===== config.mk =====
export PLATFORM = sky130hd
export DESIGN_NAME = axi_wr_arbiter
export DESIGN_NICKNAME = d
export VERILOG_FILES = /design/src/rtl/axi_wr_arb_pkg.sv /design/src/rtl/arb_rr2.sv /design/src/rtl/axi_wr_arbiter.sv
export SDC_FILE = /design/constraint.sdc
export NUM_CORES = 1
export LEC_CHECK = 0
export ABC_AREA = 1
export CAP_MARGIN = 20
export CORE_AREA = 10 10 125 127
export CTS_CLUSTER_DIAMETER = 40
export DETAILED_ROUTE_END_ITERATION = 10
export DIE_AREA = 0 0 135 137
export PLACE_DENSITY_LB_ADDON = 0.15
export SLEW_MARGIN = 40
export SYNTH_ARGS = -nofsm -noshare
export SYNTH_HDL_FRONTEND = slang
export SYNTH_SLANG_ARGS = --single-unit

===== constraint.sdc =====
create_clock -name clk_i -period 1.7 [get_ports clk_i]
set_input_delay 0.255 -clock clk_i [delete_from_list [all_inputs] [get_ports clk_i]]
set_output_delay 0.255 -clock clk_i [all_outputs]
set_load 0.01 [all_outputs]

===== src/rtl/axi_wr_arb_pkg.sv =====
// Shared state type and default widths for the two-master AXI write-port arbiter.
package axi_wr_arb_pkg;
  localparam int AXI_WR_ARB_AW = 32;
  localparam int AXI_WR_ARB_DW = 64;
  localparam int WLEN_W        = 4;

  typedef enum logic {
    ST_IDLE  = 1'b0,
    ST_BURST = 1'b1
  } arb_state_e;
endpackage


===== src/rtl/arb_rr2.sv =====
// Two-way winner select: a lone requester wins, a tie goes to the pointer (0 = m0, 1 = m1); one-hot out, purely combinational.
module arb_rr2 (
  input  logic [1:0] i_req,
  input  logic       i_ptr,
  output logic [1:0] o_gnt
);
  always_comb begin
    o_gnt = 2'b00;
    if (i_req == 2'b11) o_gnt = i_ptr ? 2'b10 : 2'b01;
    else                o_gnt = i_req;
  end
endmodule


===== src/rtl/axi_wr_arbiter.sv =====
// Arbitrates two burst masters onto one AXI write port: grant 1 cycle after req, beats and wrdy pass through combinationally to the owner only.
// AXI_WR_ARB_FIXED_PRIO_EN selects fixed m0 priority; the default build is round-robin.
module axi_wr_arbiter
  import axi_wr_arb_pkg::*;
#(
  parameter int AW = AXI_WR_ARB_AW,
  parameter int DW = AXI_WR_ARB_DW
) (
  input  logic              clk_i,
  input  logic              rstn_i,
  input  logic              m0_req_i,
  input  logic [AW-1:0]     m0_waddr_i,
  input  logic [WLEN_W-1:0] m0_wlen_i,
  input  logic              m0_wfixed_i,
  input  logic [DW-1:0]     m0_wdata_i,
  input  logic [DW/8-1:0]   m0_wsel_i,
  input  logic              m0_wvalid_i,
  output logic              m0_gnt_o,
  output logic              m0_wrdy_o,
  output logic              m0_done_o,
  output logic              m0_werr_o,
  input  logic              m1_req_i,
  input  logic [AW-1:0]     m1_waddr_i,
  input  logic [WLEN_W-1:0] m1_wlen_i,
  input  logic              m1_wfixed_i,
  input  logic [DW-1:0]     m1_wdata_i,
  input  logic [DW/8-1:0]   m1_wsel_i,
  input  logic              m1_wvalid_i,
  output logic              m1_gnt_o,
  output logic              m1_wrdy_o,
  output logic              m1_done_o,
  output logic              m1_werr_o,
  output logic [AW-1:0]     axi0_waddr_o,
  output logic [WLEN_W-1:0] axi0_wlen_o,
  output logic              axi0_wfixed_o,
  output logic [DW-1:0]     axi0_wdata_o,
  output logic [DW/8-1:0]   axi0_wsel_o,
  output logic              axi0_wvalid_o,
  input  logic              axi0_wrdy_i,
  input  logic              axi0_werr_i
);

  arb_state_e        r_state, w_state_nxt;
  logic              r_win;
  logic [AW-1:0]     r_waddr;
  logic [WLEN_W-1:0] r_wlen;
  logic              r_wfixed;
  logic [WLEN_W-1:0] r_cnt;
  logic              r_werr0, r_werr1;
  logic              w_ptr;
  logic [1:0]        w_gnt;
  logic              w_burst, w_start, w_vld, w_hs, w_last;

  arb_rr2 u_arb (
    .i_req ({m1_req_i, m0_req_i}),
    .i_ptr (w_ptr),
    .o_gnt (w_gnt)
  );

  assign w_burst = (r_state == ST_BURST);
  assign w_start = (r_state == ST_IDLE) && (w_gnt != 2'b00);
  assign w_vld   = w_burst && (r_win ? m1_wvalid_i : m0_wvalid_i);
  assign w_hs    = w_vld && axi0_wrdy_i;
  assign w_last  = w_hs && (r_cnt == '0);

`ifdef AXI_WR_ARB_FIXED_PRIO_EN
  assign w_ptr = 1'b0;
`else
  logic r_ptr;

  // After a burst completes, a tie goes to whoever did not own it.
  always_ff @(posedge clk_i or negedge rstn_i) begin
    if (!rstn_i)     r_ptr <= 1'b0;
    else if (w_last) r_ptr <= ~r_win;
  end
  assign w_ptr = r_ptr;
`endif

  always_ff @(posedge clk_i or negedge rstn_i) begin
    if (!rstn_i) r_state <= ST_IDLE;
    else         r_state <= w_state_nxt;
  end

  always_comb begin
    w_state_nxt   = r_state;
    axi0_waddr_o  = '0;
    axi0_wlen_o   = '0;
    axi0_wfixed_o = 1'b0;
    axi0_wdata_o  = '0;
    axi0_wsel_o   = '0;
    axi0_wvalid_o = 1'b0;
    case (r_state)
      ST_IDLE: begin
        if (w_start) w_state_nxt = ST_BURST;
      end
      ST_BURST: begin
        axi0_waddr_o  = r_waddr;
        axi0_wlen_o   = r_wlen;
        axi0_wfixed_o = r_wfixed;
        axi0_wdata_o  = r_win ? m1_wdata_i : m0_wdata_i;
        axi0_wsel_o   = r_win ? m1_wsel_i : m0_wsel_i;
        axi0_wvalid_o = w_vld;
        if (w_last) w_state_nxt = ST_IDLE;
      end
    endcase
  end

  // The counter holds at zero on the last beat so a 16-beat burst never wraps.
  always_ff @(posedge clk_i or negedge rstn_i) begin
    if (!rstn_i) begin
      r_win    <= 1'b0;
      r_waddr  <= '0;
      r_wlen   <= '0;
      r_wfixed <= 1'b0;
      r_cnt    <= '0;
    end else if (w_start) begin
      r_win    <= w_gnt[1];
      r_waddr  <= w_gnt[1] ? m1_waddr_i : m0_waddr_i;
      r_wlen   <= w_gnt[1] ? m1_wlen_i : m0_wlen_i;
      r_wfixed <= w_gnt[1] ? m1_wfixed_i : m0_wfixed_i;
      r_cnt    <= w_gnt[1] ? m1_wlen_i : m0_wlen_i;
    end else if (w_hs && !w_last) begin
      r_cnt    <= r_cnt - 1'b1;
    end
  end

  always_ff @(posedge clk_i or negedge rstn_i) begin
    if (!rstn_i) begin
      r_werr0 <= 1'b0;
      r_werr1 <= 1'b0;
    end else begin
      if (w_start && w_gnt[0])                   r_werr0 <= 1'b0;
      else if (w_burst && !r_win && axi0_werr_i) r_werr0 <= 1'b1;
      if (w_start && w_gnt[1])                   r_werr1 <= 1'b0;
      else if (w_burst && r_win && axi0_werr_i)  r_werr1 <= 1'b1;
    end
  end

  assign m0_gnt_o  = w_burst && !r_win;
  assign m1_gnt_o  = w_burst && r_win;
  assign m0_wrdy_o = m0_gnt_o && axi0_wrdy_i;
  assign m1_wrdy_o = m1_gnt_o && axi0_wrdy_i;
  assign m0_done_o = m0_gnt_o && w_last;
  assign m1_done_o = m1_gnt_o && w_last;
  assign m0_werr_o = r_werr0;
  assign m1_werr_o = r_werr1;

endmodule

==> impl.org, run 1 <==
** Global route
- The number of antenna violations at the first check in global routing was 7.
- Overflow left after global routing :: 0
- In the global route stage, met3 resource usage came out at 0.0759.
- The via count of the first global-routing pass came to 4961.
- For this run, the total global-route usage over all layers was measured as 0.222.
- Maximum number of pins on one net before global-route repair :: 31
- met2 is the most crowded layer.
- Met1 demand-to-capacity share in global routing :: 0.224
- In the global route stage, met2 resource usage came out at 0.413.
- Wire length of the first global-routing pass :: 31300 um

** Power and ir drop
- Dividing total power by cell area gives a power density of 1660 mW/mm2.
- Leakage dissipation :: 3.76 nW
- Peak supply drop :: 0.772 mV

** Detailed routing
- After detailed routing, the total wire length is 22100 um.
- First-pass iteration count of the detailed router :: 4
- In the routed design, unresolved DRC markers number 0.
- For this block, the initial DRC count from the detailed router was 175.
- The routed layout has 4797 vias.
- In the final routed layout, each cell accounts on average for 21.6 um.
- Via count normalized by instance count :: 4.68
- The count of nets left with antenna violations once routing finished came out at 0.

** Job
- The tool flagged a number of max-cap violations equal to 0.

** Cells and area
- Post-Layout Inst Area :: 0.00776 mm2
- Area used by multi-input combinational logic :: 0.00193 mm2
- Fillers :: 1142
- Net count, final :: 1067
- The area growth from synthesis to layout is 117%.
- In the final layout, the share of cells above drive strength 1 is 0.300.
- Storage element area :: 0.00115 mm2

** Synth
- Of the synthesized area, sequential elements account for 0.322.
- In the synthesized netlist, the number of instances is 460.
- Yosys synthesis warning count :: 0
- Area of the mapped netlist :: 0.00357 mm2
- Library cell occupying the most area in the post-synthesis netlist :: sky130_fd_sc_hd__dfrtp_1
- Most area-consuming cells after synthesis :: sky130_fd_sc_hd__dfrtp_1 (32%), sky130_fd_sc_hd__a22o_1 (18%), sky130_fd_sc_hd__nand2_1 (11%)
- The most used flip-flop cell after synthesis is sky130_fd_sc_hd__dfrtp_1.
- After synthesis, the share of flip-flops with an asynchronous set or reset is 1.00.
- Commonest cells post-synth :: sky130_fd_sc_hd__nand2_1 (107), sky130_fd_sc_hd__a22o_1 (72), sky130_fd_sc_hd__inv_1 (53)
- Post-synth top area share :: 0.322
- Flop and latch count out of synthesis :: 46
- The average instance in the mapped netlist occupies 7.76 um2.
- Synthesis produced a netlist with a net count of 688.
- In the post-synthesis netlist, the cell with the most instances is sky130_fd_sc_hd__nand2_1.
- Number of enable-type register cells in the synthesized netlist :: 0
- The number of different library cells used by synthesis comes to 24.

** STA
- Setup repair after global routing could not meet its margin everywhere.
- Period Utilization, post-route :: 1.11
- Worst-case headroom to the max-slew limit :: 0.517
- Number of hold violations in the final report :: 0
- The max-slew violation total from the final report came to 0.
- The worst path in the final design needs a cycle of 1.89 ns, including I/O delays and setup.
- In the post-route analysis, the smallest setup slack over all paths is -0.193 ns.
- Fin Setup TNS :: -9.49 ns
- Least-Margin Pin Slew :: 0.725 ns
- Achievable frequency :: 528 MHz
- On the final layout, the worst clock skew is 0.00490 ns.
- Setup violations remaining at the end of the flow were counted as 77.

** Worst setup path
- On the worst path, the slowest cell contributes a delay of 0.43 ns.
- The endpoint identified for the worst register-to-register timing path is r_waddr[19]$_DFFE_PN0P_.
- Data on the critical path arrives at its endpoint at 1.64 ns.
- Cell count of the worst reg-to-reg path :: 8
- Cell type with the highest occurrence count on the critical path :: sky130_fd_sc_hd__buf_6
- Worst flop-to-flop path startpoint :: r_state$_DFF_PN0_
- The critical path in this run is classified as reg -> out.
- The most critical setup path has its startpoint at r_win$_DFFE_PN0P_.
- Following the worst setup path forward leads to its endpoint at axi0_wdata_o[37].
- Setup slack, reg-to-reg :: 0.07 ns
- Kind of start point of the critical path :: flip-flop
- Cell at the slowest stage of the critical path :: sky130_fd_sc_hd__dfrtp_2
- The signal on the critical path passes through buf_12, nand2_4, inv_8, buf_6, buf_16, a22o_1, buf_6.
- The worst setup path is captured at an output pin.
- Endpoint required time on the critical path :: 1.44 ns
- Highest fanout seen on the critical path :: 8

** Floorplanning
- The floorplan has 42 rows.
- The core region is 0.0131 mm2.
- The floorplan step set the die width to 135 um.
- From bottom edge to top edge, the die measures 137 um.
- The initial utilization of the core area, before any placement, comes to 0.273.
- 344 I/O pins were placed.
- Total die area :: 0.0185 mm2

** Worst hold path
- Path category of the worst min-delay check :: in -> async

** Clocking
- The clock drives 46 sinks.
- The H-tree was split into 2 levels.
- TritonCTS built the clock tree.
- Hold buffers post-CTS :: 0
- Buffer cell driving the clock tree root :: sky130_fd_sc_hd__clkbuf_16
- The clock passes through at most 2 buffers.
- Total CTS buffers :: 5
- Clock slew seen by the registers of the worst setup and hold paths :: 0.07 ns
- Insertion delay of the later-clocked pin in the worst-skew pair :: 0.29 ns

** Place
- Detailed placement HPWL :: 17400 um
- Total placed instance area :: 0.00729 mm2
- The count of buffers added on input and output ports is 343.
- Final weighted congestion in routability-driven placement :: 0.986

** Outcome
- The final reports fail on setup timing.
- The flow ran to the end, but the final reports show violations.
## repair_timing
action | CTS | global route
resized for setup | 484 | 55
buffers inserted | 16 | 4
pin swaps | 6 | 8
cloned | 10 | 0
setup endpoints to repair | 116 | 116
## stage by stage
stage                     setup WS, ns  hold WS (ns)   util  instances  total power [mW]
after floorplan                  0.361       -0.0406      -        460              6.27
after global placement          -0.325         0.344  0.557        980              10.8
after detailed placement        -0.346         0.357  0.557        980              10.9
after CTS                       -0.196        0.0396  0.582       1014              12.6
after global routing            -0.232        0.0641  0.593       1023              13.7
final                           -0.193        0.0142  0.593       1024              12.8
## logic make-up after synthesis
| logic type | synth area share |
|---|---|
| and+or+nand+nor | 0.199 |
| adders and majority gates | 0.00701 |
| buffers and inverters | 0.152 |
| AOI/OAI and AO/OA | 0.320 |
| DFF | 0.322 |
## power by group
| group | internal, mW | leakage (nW) | total, mW | switching (mW) |
|---|---|---|---|---|
| logic | 5.15 | 3.16 | 9.82 | 4.68 |
| clock network | 0.629 | 0.0802 | 1.06 | 0.434 |
| registers | 1.64 | 0.516 | 1.96 | 0.317 |
## metal layers
| metal | vias to the layer above | part of all wire | wire length, um |
|---|---|---|---|
| met3 | 27 | 0.086 | 1900 |
| met1 | 2255 | 0.36 | 7920 |
| li1 | 2307 | - | - |
| met5 | - | 0 | 0 |
| met2 | 208 | 0.54 | 11800 |
| met4 | 0 | 0.021 | 460 |
## cell type report
type,instances,share of cell area
antenna,8,0.00258
sequential,46,0.149
timing repair buffer,408,0.520
clock buffer,7,0.0197
inverter,58,0.0300
clock inverter,1,0.00113
multi-input combinational,320,0.249
tap,176,0.0284
## sequential cells by signal (all words and copies together), names as in the netlist
name and flops:
r_ptr 1, m0_werr_o 1, r_wlen 4, r_state 1
r_wfixed 1, r_win 1, r_cnt 4, m1_werr_o 1
r_waddr 32
## critical path: cells and delay by family, from the launching register on
kind | cells | cell delay (ns)
compound gates | 1 | 0.24
buf+inv | 5 | 0.59
flops | 1 | 0.43
simple gates | 1 | 0.09
## placed cells by master (no fill, tap or decap), types with 3 or more instances in the layout
cell / n
sky130_fd_sc_hd__clkdlybuf4s50_1: 226
sky130_fd_sc_hd__a22o_1: 72
sky130_fd_sc_hd__inv_1: 53
sky130_fd_sc_hd__buf_12: 15
sky130_fd_sc_hd__a21oi_1: 24
sky130_fd_sc_hd__nor2_1: 41
sky130_fd_sc_hd__a21oi_2: 42
sky130_fd_sc_hd__nand2_4: 3
sky130_fd_sc_hd__buf_6: 51
sky130_fd_sc_hd__nand3_1: 16
sky130_fd_sc_hd__buf_16: 10
sky130_fd_sc_hd__buf_2: 59
sky130_fd_sc_hd__nand3_2: 3
sky130_fd_sc_hd__inv_2: 3
sky130_fd_sc_hd__diode_2: 8
sky130_fd_sc_hd__nand2_2: 4
sky130_fd_sc_hd__clkbuf_2: 16
sky130_fd_sc_hd__dfrtp_1: 44
sky130_fd_sc_hd__nand2_1: 103
sky130_fd_sc_hd__buf_4: 27
sky130_fd_sc_hd__o21ai_0: 3
sky130_fd_sc_hd__clkbuf_16: 5
## how the worst min path moves through the flow
stage                     depth (start not counted)  slack, ns                      end
after CTS                                         1       0.04  r_waddr[17]$_DFFE_PN0P_
after detailed placement                          1       0.36   r_waddr[3]$_DFFE_PN0P_
after floorplan                                   0      -0.04    m0_werr_o$_DFFE_PN0P_
after global placement                            1       0.34   r_waddr[3]$_DFFE_PN0P_
final                                             1       0.01   r_waddr[6]$_DFFE_PN0P_
after global routing                              1       0.06   r_waddr[6]$_DFFE_PN0P_
(Power assumes the default switching activity.)
==> run 2, diff against run 1 <==
Settings changed: GPL_ROUTABILITY_DRIVEN from default to 0.
==> run 2 against run 1 <==
- the run ends with hold timing, setup timing left
- die area unchanged
- first-iteration DRC count increased by 13%
- sequential power about the same
- critical endpoint is now axi0_wsel_o[0]
==> impl.org, run 2 (synthesis gave the netlist of run 1 again) <==
** Outcome
- Outcome :: finished with violations
- Violations in the final reports :: hold timing, setup timing

** Power and ir drop
- Peak supply drop :: 0.669 mV (-13%)
- Areal power density over the cells :: 1640 mW/mm2 (-1.1%)
- The leakage power was 3.74 nW (-0.53%).

** Worst setup path
- The arrival time at the worst endpoint came to 1.60 ns (-0.04 ns).
- Worst flop-to-flop path startpoint :: r_state$_DFF_PN0_
- The largest fanout on the critical path is 10 (+2).
- The setup path with the least slack is of type reg -> out.
- Critical path endpoint category :: output pin
- The required time at the endpoint of the critical path was 1.44 ns (about the same).
- The number of cells on the worst reg-to-reg path came to 8 (unchanged).
- Kind of start point of the critical path :: flip-flop
- Endpoint of the worst register-to-register path :: r_waddr[23]$_DFFE_PN0P_
- The register-to-register setup slack came to 0.15 ns (+0.08 ns).

** STA
- The worst-margin pin slew is 0.686 ns (-0.0392 ns).
- Setup-violating endpoint count in the final report :: 82 (+6.5%)
- The final setup TNS came to -5.97 ns (+3.52 ns).
- The final critical path time including I/O delays and setup was 1.86 ns (-0.0338 ns).
- The worst-case headroom to the max-slew limit is 0.543 (+0.0261).
- The worst-case clock skew came to 0.00171 ns (-0.00318 ns).
- Tightest hold margin :: -0.00207 ns (-0.0163 ns)
- Achievable frequency :: 538 MHz (+1.8%)
- Period Utilization, post-route :: 1.09 (-0.0199)
- Worst-case setup margin in the final layout :: -0.159 ns (+0.0338 ns)
- Final slew viol count :: 0 (unchanged)
- RSZ-0062 raised after global routing :: yes
- The final hold violation count is 2 (+2).

** Place
- Number of buffer cells added on primary ports :: 343 (unchanged)
- Detailed placement HPWL :: 17300 um (-1.0%)
- Inst Count DP :: 980 (unchanged)

** Global route
- The global-route wire length before repair was 31600 um (+0.75%).
- Vias in the first global route :: 5103 (+2.9%)
- Overflow left after global routing :: 0 (unchanged)
- Antenna violations before repair :: 10 (+3)
- The overall fraction of global-route tracks in use was 0.221 (-0.000691).
- The maximum number of pins on one net before global-route repair is 32 (+3.2%).

** Floorplanning
- The die outline area is 0.0185 mm2 (unchanged).
- The total number of placement rows came to 42 (unchanged).
- Starting utilization of the core area :: 0.273 (unchanged)
- Vertical die dimension :: 137 um (unchanged)
- The width of the die came to 135 um (unchanged).
- The core region area was 0.0131 mm2 (unchanged).
- The count of pins on the block boundary came to 344 (unchanged).

** Clocking
- The quantity of hold-fixing buffers added after cts was 0 (unchanged).
- The insertion delay to the later sink of the worst-skew pair was 0.29 ns (about the same).
- Buffer cell driving the clock tree root :: sky130_fd_sc_hd__clkbuf_16
- Clock tree from TritonCTS :: yes
- The count of H-tree levels built during CTS was 2 (unchanged).
- Clock slew seen by the registers of the worst setup and hold paths :: 0.06 ns (about the same)
- The number of buffers inserted during clock tree synthesis came to 5 (unchanged).
- Buffer depth of the longest clock path :: 2 (unchanged)
- Sink Count :: 46 (unchanged)

** Detailed routing
- Detail-routed net length per standard cell :: 21.3 um (-1.4%)
- Count of nets left with antenna violations after detail routing :: 0 (unchanged)
- Total wire length :: 21800 um (-1.6%)
- The final routed DRC violation total is 0 (unchanged).
- Initial drt markers :: 197 (+13%)
- Total number of vias :: 4847 (+1.0%)
- First-pass iteration count of the detailed router :: 7 (+3)
- Via count normalized by instance count :: 4.74 (+1.2%)

** Cells and area
- Most frequent standard cell in the layout excluding fill and tap cells :: sky130_fd_sc_hd__clkdlybuf4s50_1
- Fraction of layout instances using a drive strength above 1 :: 0.288 (-0.0121)
- The number of flip-flops under the largest register name came to 32 (unchanged).
- Counting flops per register, the top entry is r_waddr.
- The number of standard cells in the layout, taps in and fillers out is 1022 (-0.20%).
- Relative to the synthesized area, the layout overhead comes to 115%.
- The net total in the final layout came to 1066 (-0.094%).
- Commonest cells after routing, fill and taps aside :: sky130_fd_sc_hd__clkdlybuf4s50_1 (226), sky130_fd_sc_hd__nand2_1 (105), sky130_fd_sc_hd__a22o_1 (71), sky130_fd_sc_hd__buf_2 (69), sky130_fd_sc_hd__inv_1 (53)
- Registers with the most flip-flops :: r_waddr: 32 flops, r_cnt: 4 flops, r_wlen: 4 flops

** Job
- The count of maximum capacitance violations is 0 (unchanged).

** Worst hold path
- Path category of the worst min-delay check :: in -> async
==> run 2: cell count changes in the layout (fill, tap and decap cells not counted), moves of 3 or more <==
| cell | before | now |
|---|---|---|
| sky130_fd_sc_hd__buf_16 | 10 | 7 |
| sky130_fd_sc_hd__buf_2 | 59 | 69 |
| sky130_fd_sc_hd__buf_4 | 27 | 31 |
| sky130_fd_sc_hd__buf_6 | 51 | 43 |
| sky130_fd_sc_hd__clkbuf_16 | 5 | 8 |
| sky130_fd_sc_hd__clkbuf_2 | 16 | 9 |
==> run 2: how the worst max path moves through the flow <==
stage                         startpoint                to  depth (start not counted)
CTS                    r_state$_DFF_PN0_  axi0_wdata_o[61]                          6
global placement             m1_wvalid_i         m0_done_o                          6
global route           r_state$_DFF_PN0_  axi0_wdata_o[60]                          7
finish                 r_state$_DFF_PN0_    axi0_wsel_o[0]                          7
floorplan           r_cnt[0]$_DFFE_PN0P_         m0_done_o                          5
detailed placement           m0_wvalid_i         m0_done_o                          6
==> run 2: where the power goes <==
group	leakage, nW	internal, mW	total, mW	switching, mW
Clock	0.0689	0.569	0.968	0.399
Sequential	0.518	1.64	1.93	0.291
Combinational	3.15	5.09	9.68	4.59
Total	3.74	7.30	12.6	5.28
==> run 2: timing repair <==
action                                  CTS  global route
endpoints found under the setup margin  116            99
setup buffers                            17             0
pin swaps                                 3             6
cloned                                    8             3
resized for setup                       483            50
==> run 2: per-layer routing <==
metal,track usage,routed length [um],vias up
met5,0,11,-
met2,0.412,11800,229
met3,0.0817,2020,34
li1,-,-,2302
met1,0.215,7430,2280
met4,0.0975,526,2
==> run 2: worst max-delay path, stage by stage (launching register included) <==
cell and delay, ns:
sky130_fd_sc_hd__dfrtp_1 0.41, sky130_fd_sc_hd__buf_6 0.14, sky130_fd_sc_hd__nand2_8 0.07, sky130_fd_sc_hd__inv_8 0.05, sky130_fd_sc_hd__buf_12 0.12, sky130_fd_sc_hd__buf_16 0.13
sky130_fd_sc_hd__a22o_1 0.24, sky130_fd_sc_hd__buf_6 0.13
==> run 2: metrics by stage <==
stage | power [mW] | instance area [um2] | util | worst slack (ns)
2_1_floorplan | 6.27 | 3570 | - | 0.361
3_3_place_gp | 10.8 | 7290 | 0.557 | -0.302
3_5_place_dp | 10.9 | 7290 | 0.557 | -0.288
4_1_cts | 12.2 | 7500 | 0.573 | -0.160
5_1_grt | 13.5 | 7680 | 0.587 | -0.205
6_report | 12.6 | 7680 | 0.587 | -0.159
==> run 2: cell type report <==
| cell class | instances | area (um2) |
|---|---|---|
| antenna | 9 | 22.5 |
| tap | 176 | 220 |
| fill | 1189 | 5410 |
| timing repair buffer | 407 | 4000 |
| inverter | 58 | 228 |
| clock buffer | 6 | 139 |
| sequential | 46 | 1150 |
| multi-input combinational | 320 | 1920 |
==> run 3, diff against run 2 <==
Settings changed: CORE_AREA 10 10 125 127 to 2 2 135 137, DIE_AREA 0 0 135 137 to 0 0 137 139.
==> run 3 against run 2 <==
- the run ends with setup timing left
- clock skew up 0.0038 ns
- sequential cell count unchanged
- sequential share of layout area up 0.22 points
- global-route usage down 3.2 points
- core utilization down 16 points
- die area up 3.0%
- critical path type unchanged
==> impl.org, run 3 (synthesis gave the netlist of run 1 again) <==
** Job
- The count of maximum capacitance violations came to 0 (unchanged).

** STA
- Setup repair after global routing could not meet its margin everywhere.
- The final setup TNS came to -6.55 ns (-0.587 ns).
- Number of hold violations in the final report :: 0 (-2)
- Setup-violating endpoint count in the final report :: 74 (-9.8%)
- Worst-case setup margin in the final layout :: -0.168 ns (-0.00891 ns)
- Setup skew after layout :: 0.00556 ns (+0.00385 ns)
- The max-slew violation total from the final report came to 0 (unchanged).
- Period Utilization, post-route :: 1.10 (+0.00524)
- Achievable frequency :: 535 MHz (-0.48%)
- Tightest hold margin :: 0.463 ns (+0.465 ns)
- The worst-case headroom to the max-slew limit came to 0.626 (+0.0827).
- The worst-margin pin slew was 0.561 ns (-0.125 ns).
- Clock period minus final worst setup slack :: 1.87 ns (+0.00891 ns)

** Detailed routing
- Detail-routed net length per standard cell :: 17.7 um (-17%)
- Post-route DRC violation count :: 0 (unchanged)
- The initial DRC count was 123 (-38%).
- The remaining antenna violation count was 0 (unchanged).
- The via density per instance was 4.35 (-8.3%).
- Total number of vias :: 4651 (-4.0%)
- Total wire length :: 18900 um (-13%)
- The first-pass iteration count of the detailed router came to 4 (-3).

** Worst setup path
- In this run the critical register-to-register path is captured at r_cnt[3]$_DFFE_PN0P_.
- Cell count of the worst reg-to-reg path :: 10 (+2)
- The worst setup path is captured at an output pin.
- The arrival time at the worst endpoint was 1.61 ns (about the same).
- Number of buffer and inverter instances along the worst setup path :: 5 (unchanged)
- Critical path's top delay family :: buffers and inverters
- Critical Path, Cell by Cell :: buf_6, nand2_4, inv_6, buf_12, buf_4, a22o_1, buf_2
- The stage delay of the slowest cell on the critical path came to 0.41 ns (about the same).
- The critical path in this run is classified as reg -> out.
- Setup slack, reg-to-reg :: 0.15 ns (about the same)
- The slowest stage of the critical path belongs to the cell sky130_fd_sc_hd__dfrtp_1.
- The number of gates on the worst path with buffers counted was 7 (unchanged).
- Kind of start point of the critical path :: flip-flop
- Launching instance or port of the critical path :: r_win$_DFFE_PN0P_
- Highest fanout seen on the critical path :: 6 (-4)
- The required time at the endpoint of the critical path is 1.44 ns (about the same).
- Worst flop-to-flop path startpoint :: r_win$_DFFE_PN0P_

** Global route
- Maximum number of pins on one net before global-route repair :: 47 (+47%)
- The number of antenna violations at the first check in global routing is 4 (-6).
- Wire length of the first global-routing pass :: 27500 um (-13%)
- The total global routing overflow was 0 (unchanged).
- Vias in the first global route :: 4889 (-4.2%)
- Total track usage :: 0.189 (-0.0322)

** Clocking
- Sink Count :: 46 (unchanged)
- Insertion delay of the later-clocked pin in the worst-skew pair :: 0.29 ns (about the same)
- The clock transition at the registers of the reported paths is 0.07 ns (about the same).
- Clock tree from TritonCTS :: yes
- The count of H-tree levels built during CTS is 2 (unchanged).
- The number of buffers inserted during clock tree synthesis was 5 (unchanged).
- The tree is rooted in a sky130_fd_sc_hd__clkbuf_16.
- Buffer depth of the longest clock path :: 2 (unchanged)

** Power and ir drop
- Areal power density over the cells :: 1580 mW/mm2 (-3.3%)
- The leakage power was 3.67 nW (-1.7%).
- The power consumption came to 12.0 mW (-4.6%).
- The peak ir drop on the vdd network is 0.609 mV (-8.9%).

** Floorplanning
- Total die area :: 0.0190 mm2 (+3.0%)
- The core region area was 0.0177 mm2 (+35%).
- The vertical die dimension came to 139 um (+1.5%).
- The total number of placement rows was 49 (+17%).
- The width of the die was 137 um (+1.5%).
- Starting utilization of the core area :: 0.202 (-0.0706)
- Number of top-level design ports :: 344 (unchanged)

** Cells and area
- Syn-to-layout area delta :: 112%
- Register with the most flip-flops :: r_waddr
- Post-Layout Inst Area :: 0.00758 mm2 (-1.3%)
- The net total in the final layout came to 1064 (-0.19%).
- Most frequent standard cell in the layout excluding fill and tap cells :: sky130_fd_sc_hd__clkdlybuf4s50_1
- The number of flip-flops under the largest register name is 32 (unchanged).
- The fraction of layout cells with a size suffix above 1 came to 0.292 (+0.00358).
- Number of non-filler instances in the completed layout :: 1070 (+4.7%)
- Registers with the most flip-flops :: r_waddr: 32 flops, r_cnt: 4 flops, r_wlen: 4 flops
- Util after Layout :: 0.429 (-0.158)
- Leaving out fill and tap cells, the most frequent cells in the layout are sky130_fd_sc_hd__clkdlybuf4s50_1 (226), sky130_fd_sc_hd__nand2_1 (106), sky130_fd_sc_hd__a22o_1 (65), sky130_fd_sc_hd__buf_2 (54), sky130_fd_sc_hd__inv_1 (53).

** Outcome
- Violations in the final reports :: setup timing
- The run finished, with violations left.

** Worst hold path
- Path category of the worst min-delay check :: in -> async

** Place
- The count of buffers from port buffering was 343 (unchanged).
- Total placed instance area :: 0.00746 mm2 (+2.3%)
- Detailed placement HPWL :: 15300 um (-11%)
- The count of placed standard cells including taps is 1043 (+6.4%).
- The post-placement setup slack came to -0.290 ns (-0.00161 ns).
-- run 3: changes by cell type in the layout (fill, tap and decap cells not counted), sizes merged, moves of 3 or more --
cell           before  now
clkbuf             18   38
diode               9    4
dlygate4sd2         1    4
clkdlybuf4s15       1    4
buf               166  138
-- run 3: worst max-delay path by stage --
stage	end	slack [ns]
3_5_place_dp	m0_done_o	-0.29
6_report	axi0_wdata_o[55]	-0.17
2_1_floorplan	m0_done_o	0.36
5_1_grt	axi0_wdata_o[5]	-0.22
4_1_cts	axi0_wdata_o[55]	-0.21
3_3_place_gp	m0_done_o	-0.30
-- run 3: final cells by class --
cell class              count  area (um2)
diodes                      4        10.0
clock buffers               6         139
clock inverters             2        12.5
fillers                  1772       10100
inverters                  58         230
multi-input cells         320        1960
flip-flops and latches     46        1150
well taps                 229         287
repair buffers            405        3780
-- run 3: repair_timing --
action / in CTS / in global routing
cloned: 3 / 1
pin swaps: 11 / 12
setup buffers: 10 / 3
resized for setup: 373 / 104
setup endpoints to repair: 116 / 84
endpoints found under the hold margin: 46 / 0
hold buffers: 1 / 0
-- run 3: where the power goes --
group          switching, mW  leakage (nW)  internal, mW  total (mW)
registers              0.307         0.518          1.64        1.95
logic                   4.37          3.08          4.68        9.05
clock network          0.421        0.0729         0.583        1.00
total                   5.10          3.67          6.90        12.0
-- run 3: layer usage --
metal	up-vias	routed length, um	global-route usage
met1	2129	6860	0.197
met3	23	1850	0.0607
li1	2289	-	-
met5	-	16	0
met2	208	9860	0.356
met4	2	337	0.0559
-- run 3: worst min-delay path, stage by stage --
cell and delay, ns:
sky130_fd_sc_hd__dlygate4sd3_1 0.51, sky130_fd_sc_hd__buf_2 0.12, sky130_fd_sc_hd__buf_12 0.25
